**src/rtl/instr_encode_loader_pkg.sv**
```systemverilog
// Shared constants for the instruction loader: opcodes, descriptor classes, imm formats, FSM states.
// Optional immediate range checking is enabled by defining IMM_CHECK_EN.
package instr_encode_loader_pkg;

    localparam logic [6:0] OP_LW   = 7'b0000011;
    localparam logic [6:0] OP_SW   = 7'b0100011;
    localparam logic [6:0] OP_R    = 7'b0110011;
    localparam logic [6:0] OP_BEQ  = 7'b1100011;
    localparam logic [6:0] OP_ADDI = 7'b0010011;
    localparam logic [6:0] OP_JAL  = 7'b1101111;

    localparam logic [2:0] CL_LW   = 3'd0;
    localparam logic [2:0] CL_SW   = 3'd1;
    localparam logic [2:0] CL_R    = 3'd2;
    localparam logic [2:0] CL_BEQ  = 3'd3;
    localparam logic [2:0] CL_ADDI = 3'd4;
    localparam logic [2:0] CL_JAL  = 3'd5;

    typedef enum logic [1:0] {
        IMM_I = 2'b00,
        IMM_S = 2'b01,
        IMM_B = 2'b10,
        IMM_J = 2'b11
    } imm_src_e;

    typedef enum logic [1:0] {
        ST_IDLE = 2'd0,
        ST_LOAD = 2'd1,
        ST_DONE = 2'd2
    } state_e;

    // True when every bit from msb upward is a copy of the sign, i.e. the value fits signed msb+1 bits.
    function automatic logic fits_signed(input logic [20:0] imm, input int msb);
        logic r_all1;
        logic r_all0;
        r_all1 = 1'b1;
        r_all0 = 1'b1;
        for (int i = 0; i < 21; i++) begin
            if (i >= msb) begin
                r_all1 = r_all1 & imm[i];
                r_all0 = r_all0 & ~imm[i];
            end
        end
        return r_all1 | r_all0;
    endfunction

endpackage

```
**src/rtl/instr_encode_loader_field_packer.sv**
```systemverilog
// Combinational encoder: descriptor class + fields -> RV32I word and an illegal flag.
// With IMM_CHECK_EN defined, out-of-range or misaligned immediates are also flagged illegal.
module instr_field_packer
    import instr_encode_loader_pkg::*;
(
    input  logic [2:0]  i_class,
    input  logic [4:0]  i_rd,
    input  logic [4:0]  i_rs1,
    input  logic [4:0]  i_rs2,
    input  logic [2:0]  i_funct3,
    input  logic        i_f7b5,
    input  logic [20:0] i_imm,
    output logic [31:0] o_word,
    output logic        o_illegal
);

    logic [6:0] w_op;
    logic [2:0] w_f3;
    logic       w_is_r;
    logic       w_bad_class;
    logic       w_imm_bad;
    imm_src_e   w_src;

    always_comb begin
        w_op        = OP_ADDI;
        w_f3        = i_funct3;
        w_is_r      = 1'b0;
        w_bad_class = 1'b0;
        w_src       = IMM_I;
        case (i_class)
            CL_LW:   begin w_op = OP_LW;   w_f3 = 3'b010; w_src = IMM_I; end
            CL_SW:   begin w_op = OP_SW;   w_f3 = 3'b010; w_src = IMM_S; end
            CL_R:    begin w_op = OP_R;    w_is_r = 1'b1; end
            CL_BEQ:  begin w_op = OP_BEQ;  w_f3 = 3'b000; w_src = IMM_B; end
            CL_ADDI: begin w_op = OP_ADDI; w_src = IMM_I; end
            CL_JAL:  begin w_op = OP_JAL;  w_src = IMM_J; end
            default: w_bad_class = 1'b1;
        endcase
    end

`ifdef IMM_CHECK_EN
    always_comb begin
        w_imm_bad = 1'b0;
        if (!w_is_r && !w_bad_class) begin
            case (w_src)
                IMM_I, IMM_S: w_imm_bad = !fits_signed(i_imm, 11);
                IMM_B:        w_imm_bad = !fits_signed(i_imm, 12) || i_imm[0];
                IMM_J:        w_imm_bad = i_imm[0];
                default:      w_imm_bad = 1'b0;
            endcase
        end
    end
`else
    logic w_unused_imm0;
    assign w_imm_bad     = 1'b0;
    assign w_unused_imm0 = i_imm[0];
`endif

    always_comb begin
        o_word    = '0;
        o_illegal = w_bad_class | w_imm_bad;
        if (!o_illegal) begin
            if (w_is_r) begin
                o_word = {1'b0, i_f7b5, 5'b00000, i_rs2, i_rs1, w_f3, i_rd, w_op};
            end else begin
                case (w_src)
                    IMM_I: o_word = {i_imm[11:0], i_rs1, w_f3, i_rd, w_op};
                    IMM_S: o_word = {i_imm[11:5], i_rs2, i_rs1, w_f3, i_imm[4:0], w_op};
                    IMM_B: o_word = {i_imm[12], i_imm[10:5], i_rs2, i_rs1, w_f3,
                                     i_imm[4:1], i_imm[11], w_op};
                    IMM_J: o_word = {i_imm[20], i_imm[10:1], i_imm[11], i_imm[19:12], i_rd, w_op};
                    default: o_word = '0;
                endcase
            end
        end
    end

endmodule

```
**src/rtl/instr_encode_loader.sv**
```systemverilog
// Loads encoded descriptors into imem one word per accept, one-cycle write latency.
// Build option IMM_CHECK_EN (in instr_field_packer) adds immediate range checking.
//   state   | meaning
//   IDLE    | after reset, no session open
//   LOAD    | session open, descriptors accepted while room remains
//   DONE    | session closed, core may run
module instr_encode_loader
    import instr_encode_loader_pkg::*;
#(
    parameter int ADDR_W    = 6,
    parameter int DEPTH     = 64,
    parameter int BASE_ADDR = 0
) (
    input  logic              i_clk,
    input  logic              i_rst,
    input  logic              i_load_start,
    input  logic              i_load_end,
    input  logic              i_in_valid,
    output logic              o_in_ready,
    input  logic [2:0]        i_in_class,
    input  logic [4:0]        i_in_rd,
    input  logic [4:0]        i_in_rs1,
    input  logic [4:0]        i_in_rs2,
    input  logic [2:0]        i_in_funct3,
    input  logic              i_in_f7b5,
    input  logic [20:0]       i_in_imm,
    output logic              o_imem_we,
    output logic [ADDR_W-1:0] o_imem_addr,
    output logic [31:0]       o_imem_wdata,
    output logic [ADDR_W:0]   o_count,
    output logic              o_full,
    output logic              o_done,
    output logic              o_err_illegal
);

    localparam logic [ADDR_W:0]   DEPTH_C = (ADDR_W+1)'(DEPTH);
    localparam logic [ADDR_W-1:0] BASE_C  = ADDR_W'(BASE_ADDR);

    state_e            r_state, w_state_nx;
    logic              r_pend;
    logic              r_end_req;
    logic              r_err;
    logic [31:0]       r_wdata;
    logic [ADDR_W-1:0] r_ptr;
    logic [ADDR_W:0]   r_count;
    logic [ADDR_W:0]   w_used;
    logic [31:0]       w_word;
    logic              w_illegal;
    logic              w_open;
    logic              w_accept;
    logic              w_in_load;

    instr_field_packer u_packer (
        .i_class   (i_in_class),
        .i_rd      (i_in_rd),
        .i_rs1     (i_in_rs1),
        .i_rs2     (i_in_rs2),
        .i_funct3  (i_in_funct3),
        .i_f7b5    (i_in_f7b5),
        .i_imm     (i_in_imm),
        .o_word    (w_word),
        .o_illegal (w_illegal)
    );

    always_ff @(posedge i_clk) begin
        if (i_rst) r_state <= ST_IDLE;
        else       r_state <= w_state_nx;
    end

    always_comb begin
        w_state_nx = r_state;
        case (r_state)
            ST_IDLE: if (i_load_start) w_state_nx = ST_LOAD;
            ST_LOAD: if ((i_load_end || r_end_req) && !r_pend) w_state_nx = ST_DONE;
            ST_DONE: if (i_load_start) w_state_nx = ST_LOAD;
            default: w_state_nx = ST_IDLE;
        endcase
    end

    assign w_in_load  = (r_state == ST_LOAD);
    assign w_open     = i_load_start && !w_in_load;
    assign w_used     = r_count + {{ADDR_W{1'b0}}, r_pend};
    assign o_in_ready = w_in_load && (w_used < DEPTH_C) && !i_load_end && !r_end_req;
    assign w_accept   = i_in_valid && o_in_ready;

    // A load_end pulse that lands on a pending write is remembered until the write drains.
    always_ff @(posedge i_clk) begin
        if (i_rst) begin
            r_pend    <= 1'b0;
            r_end_req <= 1'b0;
            r_err     <= 1'b0;
            r_wdata   <= '0;
            r_ptr     <= BASE_C;
            r_count   <= '0;
        end else if (w_open) begin
            r_pend    <= 1'b0;
            r_end_req <= 1'b0;
            r_err     <= 1'b0;
            r_ptr     <= BASE_C;
            r_count   <= '0;
        end else begin
            r_pend    <= w_accept && !w_illegal;
            r_end_req <= w_in_load && (i_load_end || r_end_req) && r_pend;
            if (w_accept && !w_illegal) r_wdata <= w_word;
            if (w_accept && w_illegal)  r_err   <= 1'b1;
            if (r_pend) begin
                r_ptr   <= r_ptr + ADDR_W'(1);
                r_count <= r_count + (ADDR_W+1)'(1);
            end
        end
    end

    assign o_imem_we     = r_pend;
    assign o_imem_addr   = r_pend ? r_ptr : '0;
    assign o_imem_wdata  = r_wdata;
    assign o_count       = r_count;
    assign o_full        = (r_count == DEPTH_C);
    assign o_done        = (r_state == ST_DONE);
    assign o_err_illegal = r_err;

endmodule

```
**config.mk**
```make
export PLATFORM = sky130hd
export DESIGN_NAME = instr_encode_loader
export DESIGN_NICKNAME = d
export VERILOG_FILES = /design/src/rtl/instr_encode_loader_pkg.sv /design/src/rtl/instr_encode_loader_field_packer.sv /design/src/rtl/instr_encode_loader.sv
export SDC_FILE = /design/constraint.sdc
export NUM_CORES = 1
export LEC_CHECK = 0
export ABC_AREA = 0
export CAP_MARGIN = 20
export CORE_MARGIN = 2
export CORE_UTILIZATION = 40
export DETAILED_ROUTE_END_ITERATION = 8
export GPL_TIMING_DRIVEN = 1
export PLACE_DENSITY = 0.72
export SLEW_MARGIN = 15
export SYNTH_ARGS = -nofsm -noshare
export SYNTH_HDL_FRONTEND = slang
export SYNTH_SLANG_ARGS = --single-unit
```
**constraint.sdc**
```tcl
create_clock -name i_clk -period 5.5 [get_ports i_clk]
set_input_delay 1.375 -clock i_clk [delete_from_list [all_inputs] [get_ports i_clk]]
set_output_delay 1.375 -clock i_clk [all_outputs]
set_load 0.01 [all_outputs]
```
==> results.sh, run 1 <==
export IMPL_syn_avg_cell_area_um2=8.78
export IMPL_die_area_um2=7020
export IMPL_cts_tree="done"
export IMPL_worstSetupPathType="input port to output port"
export IMPL_grt_pass1_vias=2172
export IMPL_std_cell_rows=29
export IMPL_drtAntennaViolNets=0
export IMPL_required_ns=4.12
export IMPL_portBuffers=97
export IMPL_synth_fa_ha_area_share_pct=1.47
export IMPL_design_core_area_um2=6240
export IMPL_yosys_area_share_simple_pct=24.0
export IMPL_synth_seq_area_share_pct=37.8
export IMPL_start_util_pct=40.8
export IMPL_hold_path_class="flop to flop"
export IMPL_cap_viol_max_count=0
export IMPL_ios=98
export IMPL_die_x_um=83.8
export IMPL_max_freq_mhz=227
export IMPL_synth_top_cell_area_share_pct=37.8
export IMPL_slew_limit_headroom_pct=30.5
export IMPL_syn_area_um2=2540
export IMPL_clk_path_buf_depth=2
export IMPL_synth_distinct_cells=48
export IMPL_antenna_found_initial=0
export IMPL_gp_congestion=0.759
export IMPL_fin_tns_setup_ns=0
export IMPL_slew_violations=0
export IMPL_drcViolationCount=0
export IMPL_power_uw=701
export IMPL_rsz0062_at_grt="no"
export IMPL_crit_fanout=6
export IMPL_synth_area_leaders="dfxtp_1, mux2_2, o31ai_1"
export IMPL_synth_edf_count=0
export IMPL_root_buffer="clkbuf_8"
export IMPL_hold_viol=0
export IMPL_hold_depth=2
export IMPL_final_cell_mix="clkdlybuf4s50_1, dfxtp_1, a21oi_1"
export IMPL_cts_inserted_buffers=5
export IMPL_ys_warnings_count=0
export IMPL_htree_num_levels=2
export IMPL_hold_buffers=0
export IMPL_async_reset_ff_share_pct=0
export IMPL_grt_usage_pct=18.6
export IMPL_dp_hpwl_um=4730
export IMPL_startpoint_type="input port"
export IMPL_reg2reg_depth=4
export IMPL_gr_total_overflow=0
export IMPL_via_per_inst=5.47
export IMPL_vias=2433
export IMPL_vdd_drop_max_mv=0.139
export IMPL_wl_per_cell_um=15.3
export IMPL_multi_input_comb_area_um2=1460
export IMPL_path_clk_slew_ns=0.08
export IMPL_status="finished, final reports clean"
export IMPL_clk_latency_ns=0.29
export IMPL_nFillCells=587
export IMPL_antennaDiodeCount=0
export IMPL_seq_area_um2=961
export IMPL_worst_slew_pin_slew_ns=1.04
export IMPL_setup_slack_ns=1.09
export IMPL_layout_commonest_cell="clkdlybuf4s50_1"
export IMPL_p_leak_nw=1.23
export IMPL_syn_inst=290
export IMPL_ys_flop_type="dfxtp_1"
export IMPL_final_nets=420
export IMPL_end_kind="output port"
export IMPL_syn_nets=341
export IMPL_drt_iter0_drc=106
export IMPL_ys_ff_latch=48
export IMPL_die_h_um=83.8
export IMPL_synth_compound_area_share_pct=15.6
export IMPL_cts_sinks=48
export IMPL_final_setup_skew_ns=0.00856
export IMPL_synth_xor_area_share_pct=4.13
export IMPL_preCtsSetupSlack_ns=1.07
export IMPL_ctsResizeCount=0
export IMPL_finalWirelength_um=6800
export IMPL_cp_data_arrival_time_ns=3.03
export IMPL_synthMuxAreaShare_pct=11.8
export IMPL_cellPowerDensity_nw_per_um2=194
export IMPL_fin_crit_ns=4.41
export IMPL_area_growth_syn_to_layout_pct=42.0
export IMPL_grt_max_degree=29
export IMPL_post_cts_buffers=0
export IMPL_dr_pass1_iters=4
export IMPL_fin_crit_sh_pct=80.1
export IMPL_yosys_area_top_type="dfxtp_1"
export IMPL_setup_viol=0
export IMPL_synth_top_family_by_area="simple AND/OR/NAND/NOR gates"
export IMPL_grt_pass1_wl_um=10800
export IMPL_drive_gt1_share_pct=8.42
==> flip-flops by register name (all words and copies together) (netlist names) <==
register,flops
o_count,7
o_err_illegal,1
o_imem_wdata,30
o_imem_we,1
r_end_req,1
r_ptr,6
r_state,2
==> worst paths after layout <==
kind	slack, ns	from	endpoint
worst max-delay path	1.09	i_load_end	o_in_ready
worst min-delay path	0.46	o_imem_wdata[28]	o_imem_wdata[28]
worst max register to register	3.02	o_imem_we	o_imem_wdata[1]
worst min register to register	0.46	o_imem_wdata[28]	o_imem_wdata[28]
==> cells in the mapped netlist, types with 2 or more instances <==
cell type	instances
and3_1	3
o2111ai_1	2
ha_1	3
xor2_1	8
o31ai_1	21
mux2_2	17
buf_1	2
nor3_1	2
nand4_1	22
nand2b_1	3
clkbuf_1	18
a21oi_1	25
nor3b_1	3
dfxtp_1	48
buf_4	2
inv_1	6
nor2b_1	3
nand2_1	23
nand4b_1	2
o21ai_0	2
nand3_1	5
nor2_1	20
nand3b_1	3
and2_1	6
buf_2	4
xnor2_1	4
mux2i_1	11
o21bai_1	2
==> logic make-up (layout without fill, tap and decap cells) <==
kind of cell / after synthesis / in the layout
DFF: 48 / 48
xor gates and xnor gates: 12 / 12
and+or+nand+nor: 106 / 106
muxes: 28 / 28
adders and majority gates: 3 / 3
AOI/OAI and AO/OA: 61 / 61
buffers and inverters: 32 / 110
==> layout make-up <==
type	instances	share of cell area (%)
clock buffer	5	1.90
clock inverter	1	0.831
inverter	6	0.623
multi-input combinational	210	40.3
sequential	48	26.6
tap	77	2.67
timing repair buffer	98	27.1
==> layer usage <==
metal	up-vias	global-route usage (%)	part of all wire (%)
met4	0	4.84	0.62
li1	1210	-	-
met5	-	0	0
met3	2	3.17	6.7
met1	1134	26.1	46
met2	87	29.5	47
==> where the power goes <==
group,total (mW),switching (mW),internal [mW]
clock network,0.243,0.112,0.131
logic,0.101,0.0419,0.0594
registers,0.357,0.00419,0.352
==> through the flow <==
| step | utilization (%) | instances | area (um^2) | hold slack [ns] |
|---|---|---|---|---|
| 2_1_floorplan | - | 290 | 2540 | 0.472 |
| 3_3_place_gp | 56.3 | 439 | 3520 | 0.443 |
| 3_5_place_dp | 56.3 | 439 | 3520 | 0.453 |
| 4_1_cts | 57.9 | 445 | 3610 | 0.466 |
| 5_1_grt | 57.9 | 445 | 3610 | 0.482 |
| 6_report | 57.9 | 445 | 3610 | 0.461 |
==> worst max-delay path: stages <==
cell and delay, ns:
clkdlybuf4s50_1 0.47, nor4b_4 0.40, and3_1 0.24, clkdlybuf4s50_1 0.55
No activity file was read; power rests on OpenSTA's default activity.
==> run 2, diff against run 1 <==
--- a/config.mk
+++ b/config.mk
@@ -11,7 +11,7 @@
 export CORE_UTILIZATION = 40
 export DETAILED_ROUTE_END_ITERATION = 8
 export GPL_TIMING_DRIVEN = 1
-export PLACE_DENSITY = 0.72
+export PLACE_DENSITY = 0.75
 export SLEW_MARGIN = 15
 export SYNTH_ARGS = -nofsm -noshare
 export SYNTH_HDL_FRONTEND = slang
==> constraint.sdc (replaced) <==
create_clock -name i_clk -period 3.8 [get_ports i_clk]
set_input_delay 0.95 -clock i_clk [delete_from_list [all_inputs] [get_ports i_clk]]
set_output_delay 0.95 -clock i_clk [all_outputs]
set_load 0.01 [all_outputs]
==> run 2 against run 1 <==
Clock skew down 0.0015 ns. Register-to-register slack lost 1.3 ns. Clock power rose by 72%. Critical path depth unchanged. Wire length decreased by 0.76%. Largest cell class unchanged.
==> results.sh, run 2 (synthesis results as in run 1) <==
export IMPL_status="finished, final reports clean"
export IMPL_cp_data_arrival_time_ns=2.54
export IMPL_vias=2438
export IMPL_antennaDiodeCount=0
export IMPL_required_ns=2.85
export IMPL_nFillCells=561
export IMPL_p_leak_nw=1.28
export IMPL_timing_critical_path_from="i_load_end"
export IMPL_largest_reg_flops=30
export IMPL_cts_inserted_buffers=5
export IMPL_worstSetupPathType="input port to output port"
export IMPL_drcViolationCount=0
export IMPL_fin_tns_setup_ns=0
export IMPL_startpoint_type="input port"
export IMPL_hold_viol=0
export IMPL_die_x_um=83.8
export IMPL_finalWirelength_um=6750
export IMPL_post_cts_buffers=0
export IMPL_fin_crit_ns=3.49
export IMPL_hold_depth=2
export IMPL_ios=98
export IMPL_r2r_start="o_count[2]"
export IMPL_reg2reg_to="o_imem_wdata[1]"
export IMPL_power_mw=1.09
export IMPL_rsz0062_at_grt="no"
export IMPL_vdd_drop_max_mv=0.196
export IMPL_cp_endpoint="o_in_ready"
export IMPL_start_util_pct=40.8
export IMPL_hold_path_class="flop to flop"
export IMPL_slew_limit_headroom_pct=51.6
export IMPL_max_freq_mhz=286
export IMPL_die_area_um2=7020
export IMPL_drive_gt1_share_pct=10.6
export IMPL_wl_per_cell_um=14.9
export IMPL_ctsResizeCount=0
export IMPL_grt_max_degree=29
export IMPL_root_buffer="clkbuf_8"
export IMPL_std_cell_rows=29
export IMPL_reg2reg_depth=5
export IMPL_layout_commonest_cell="clkdlybuf4s50_1"
export IMPL_area_growth_syn_to_layout_pct=45.3
export IMPL_cts_sinks=48
export IMPL_grt_usage_pct=18.9
export IMPL_portBuffers=97
export IMPL_dp_hpwl_um=4880
export IMPL_die_h_um=83.8
export IMPL_gp_congestion=0.808
export IMPL_end_kind="output port"
export IMPL_slew_violations=0
export IMPL_htree_num_levels=2
export IMPL_dr_pass1_iters=4
export IMPL_final_setup_skew_ns=0.00708
export IMPL_cts_tree="done"
export IMPL_final_cell_mix="clkdlybuf4s50_1, dfxtp_1, a21oi_1"
export IMPL_seq_area_um2=961
export IMPL_clk_path_buf_depth=2
export IMPL_gr_total_overflow=0
export IMPL_antenna_found_initial=0
export IMPL_via_per_inst=5.37
export IMPL_fin_crit_sh_pct=91.9
export IMPL_drtAntennaViolNets=0
export IMPL_grt_pass1_wl_um=11000
export IMPL_hold_buffers=0
export IMPL_crit_fanout=2
export IMPL_final_nets=428
export IMPL_multi_input_comb_area_um2=1450
export IMPL_grt_pass1_vias=2342
export IMPL_worst_slew_pin_slew_ns=0.722
export IMPL_setup_viol=0
export IMPL_path_clk_slew_ns=0.08
export IMPL_clk_latency_ns=0.29
export IMPL_cap_viol_max_count=0
export IMPL_design_core_area_um2=6240
export IMPL_r2r_setup_slack_ns=1.73
export IMPL_drt_iter0_drc=114
export IMPL_cellPowerDensity_nw_per_um2=294
## run 2: changes by cell type in the layout (fill, tap and decap cells not counted)
cell       previous run  this run
nor3_2                0         1
bufinv_16             1         2
buf_4                 1         9
nor3_4                2         1
## run 2: layout make-up
cell class | count | share of cell area, %
multi-input cells | 210 | 39.2
well taps | 77 | 2.60
clock buffers | 5 | 1.86
repair buffers | 106 | 28.1
inverters | 6 | 0.609
clock inverters | 2 | 1.62
flip-flops and latches | 48 | 26.0
## run 2: per-layer routing
layer | vias up | routed length [um] | track usage, % | share of wire, %
li1 | 1222 | - | - | -
met1 | 1129 | 3000 | 24.4 | 44
met2 | 80 | 3170 | 31.1 | 47
met3 | 7 | 509 | 4.75 | 7.5
met4 | 0 | 70 | 5.57 | 1.0
met5 | - | 0 | 0 | 0
## run 2: through the flow
| step | hold slack (ns) | setup slack (ns) | util [%] | instances | instance area, um^2 |
|---|---|---|---|---|---|
| floorplan | 0.472 | 1.32 | - | 290 | 2540 |
| global placement | 0.445 | 0.368 | 57.2 | 447 | 3570 |
| detailed placement | 0.454 | 0.326 | 57.2 | 447 | 3570 |
| CTS | 0.466 | 0.321 | 59.3 | 454 | 3700 |
| global route | 0.496 | 0.284 | 59.3 | 454 | 3700 |
| finish | 0.464 | 0.309 | 59.3 | 454 | 3700 |
## run 2: how the worst min path moves through the flow
stage	from	end	slack, ns
floorplan	r_ptr[5]	r_ptr[5]	0.47
finish	o_imem_wdata[20]	o_imem_wdata[20]	0.46
CTS	o_imem_wdata[20]	o_imem_wdata[20]	0.47
global placement	o_imem_wdata[29]	o_imem_wdata[29]	0.45
detailed placement	o_imem_wdata[20]	o_imem_wdata[20]	0.45
global route	o_imem_wdata[21]	o_imem_wdata[21]	0.50
## run 2: critical path: stages
cell             delay (ns)
clkdlybuf4s50_1        0.48
nor4b_4                0.34
and3_1                 0.23
clkdlybuf4s50_1        0.54
## run 2: where the power goes
part	internal, mW	switching [mW]
logic	0.0890	0.0622
registers	0.510	0.00515
clock network	0.259	0.160
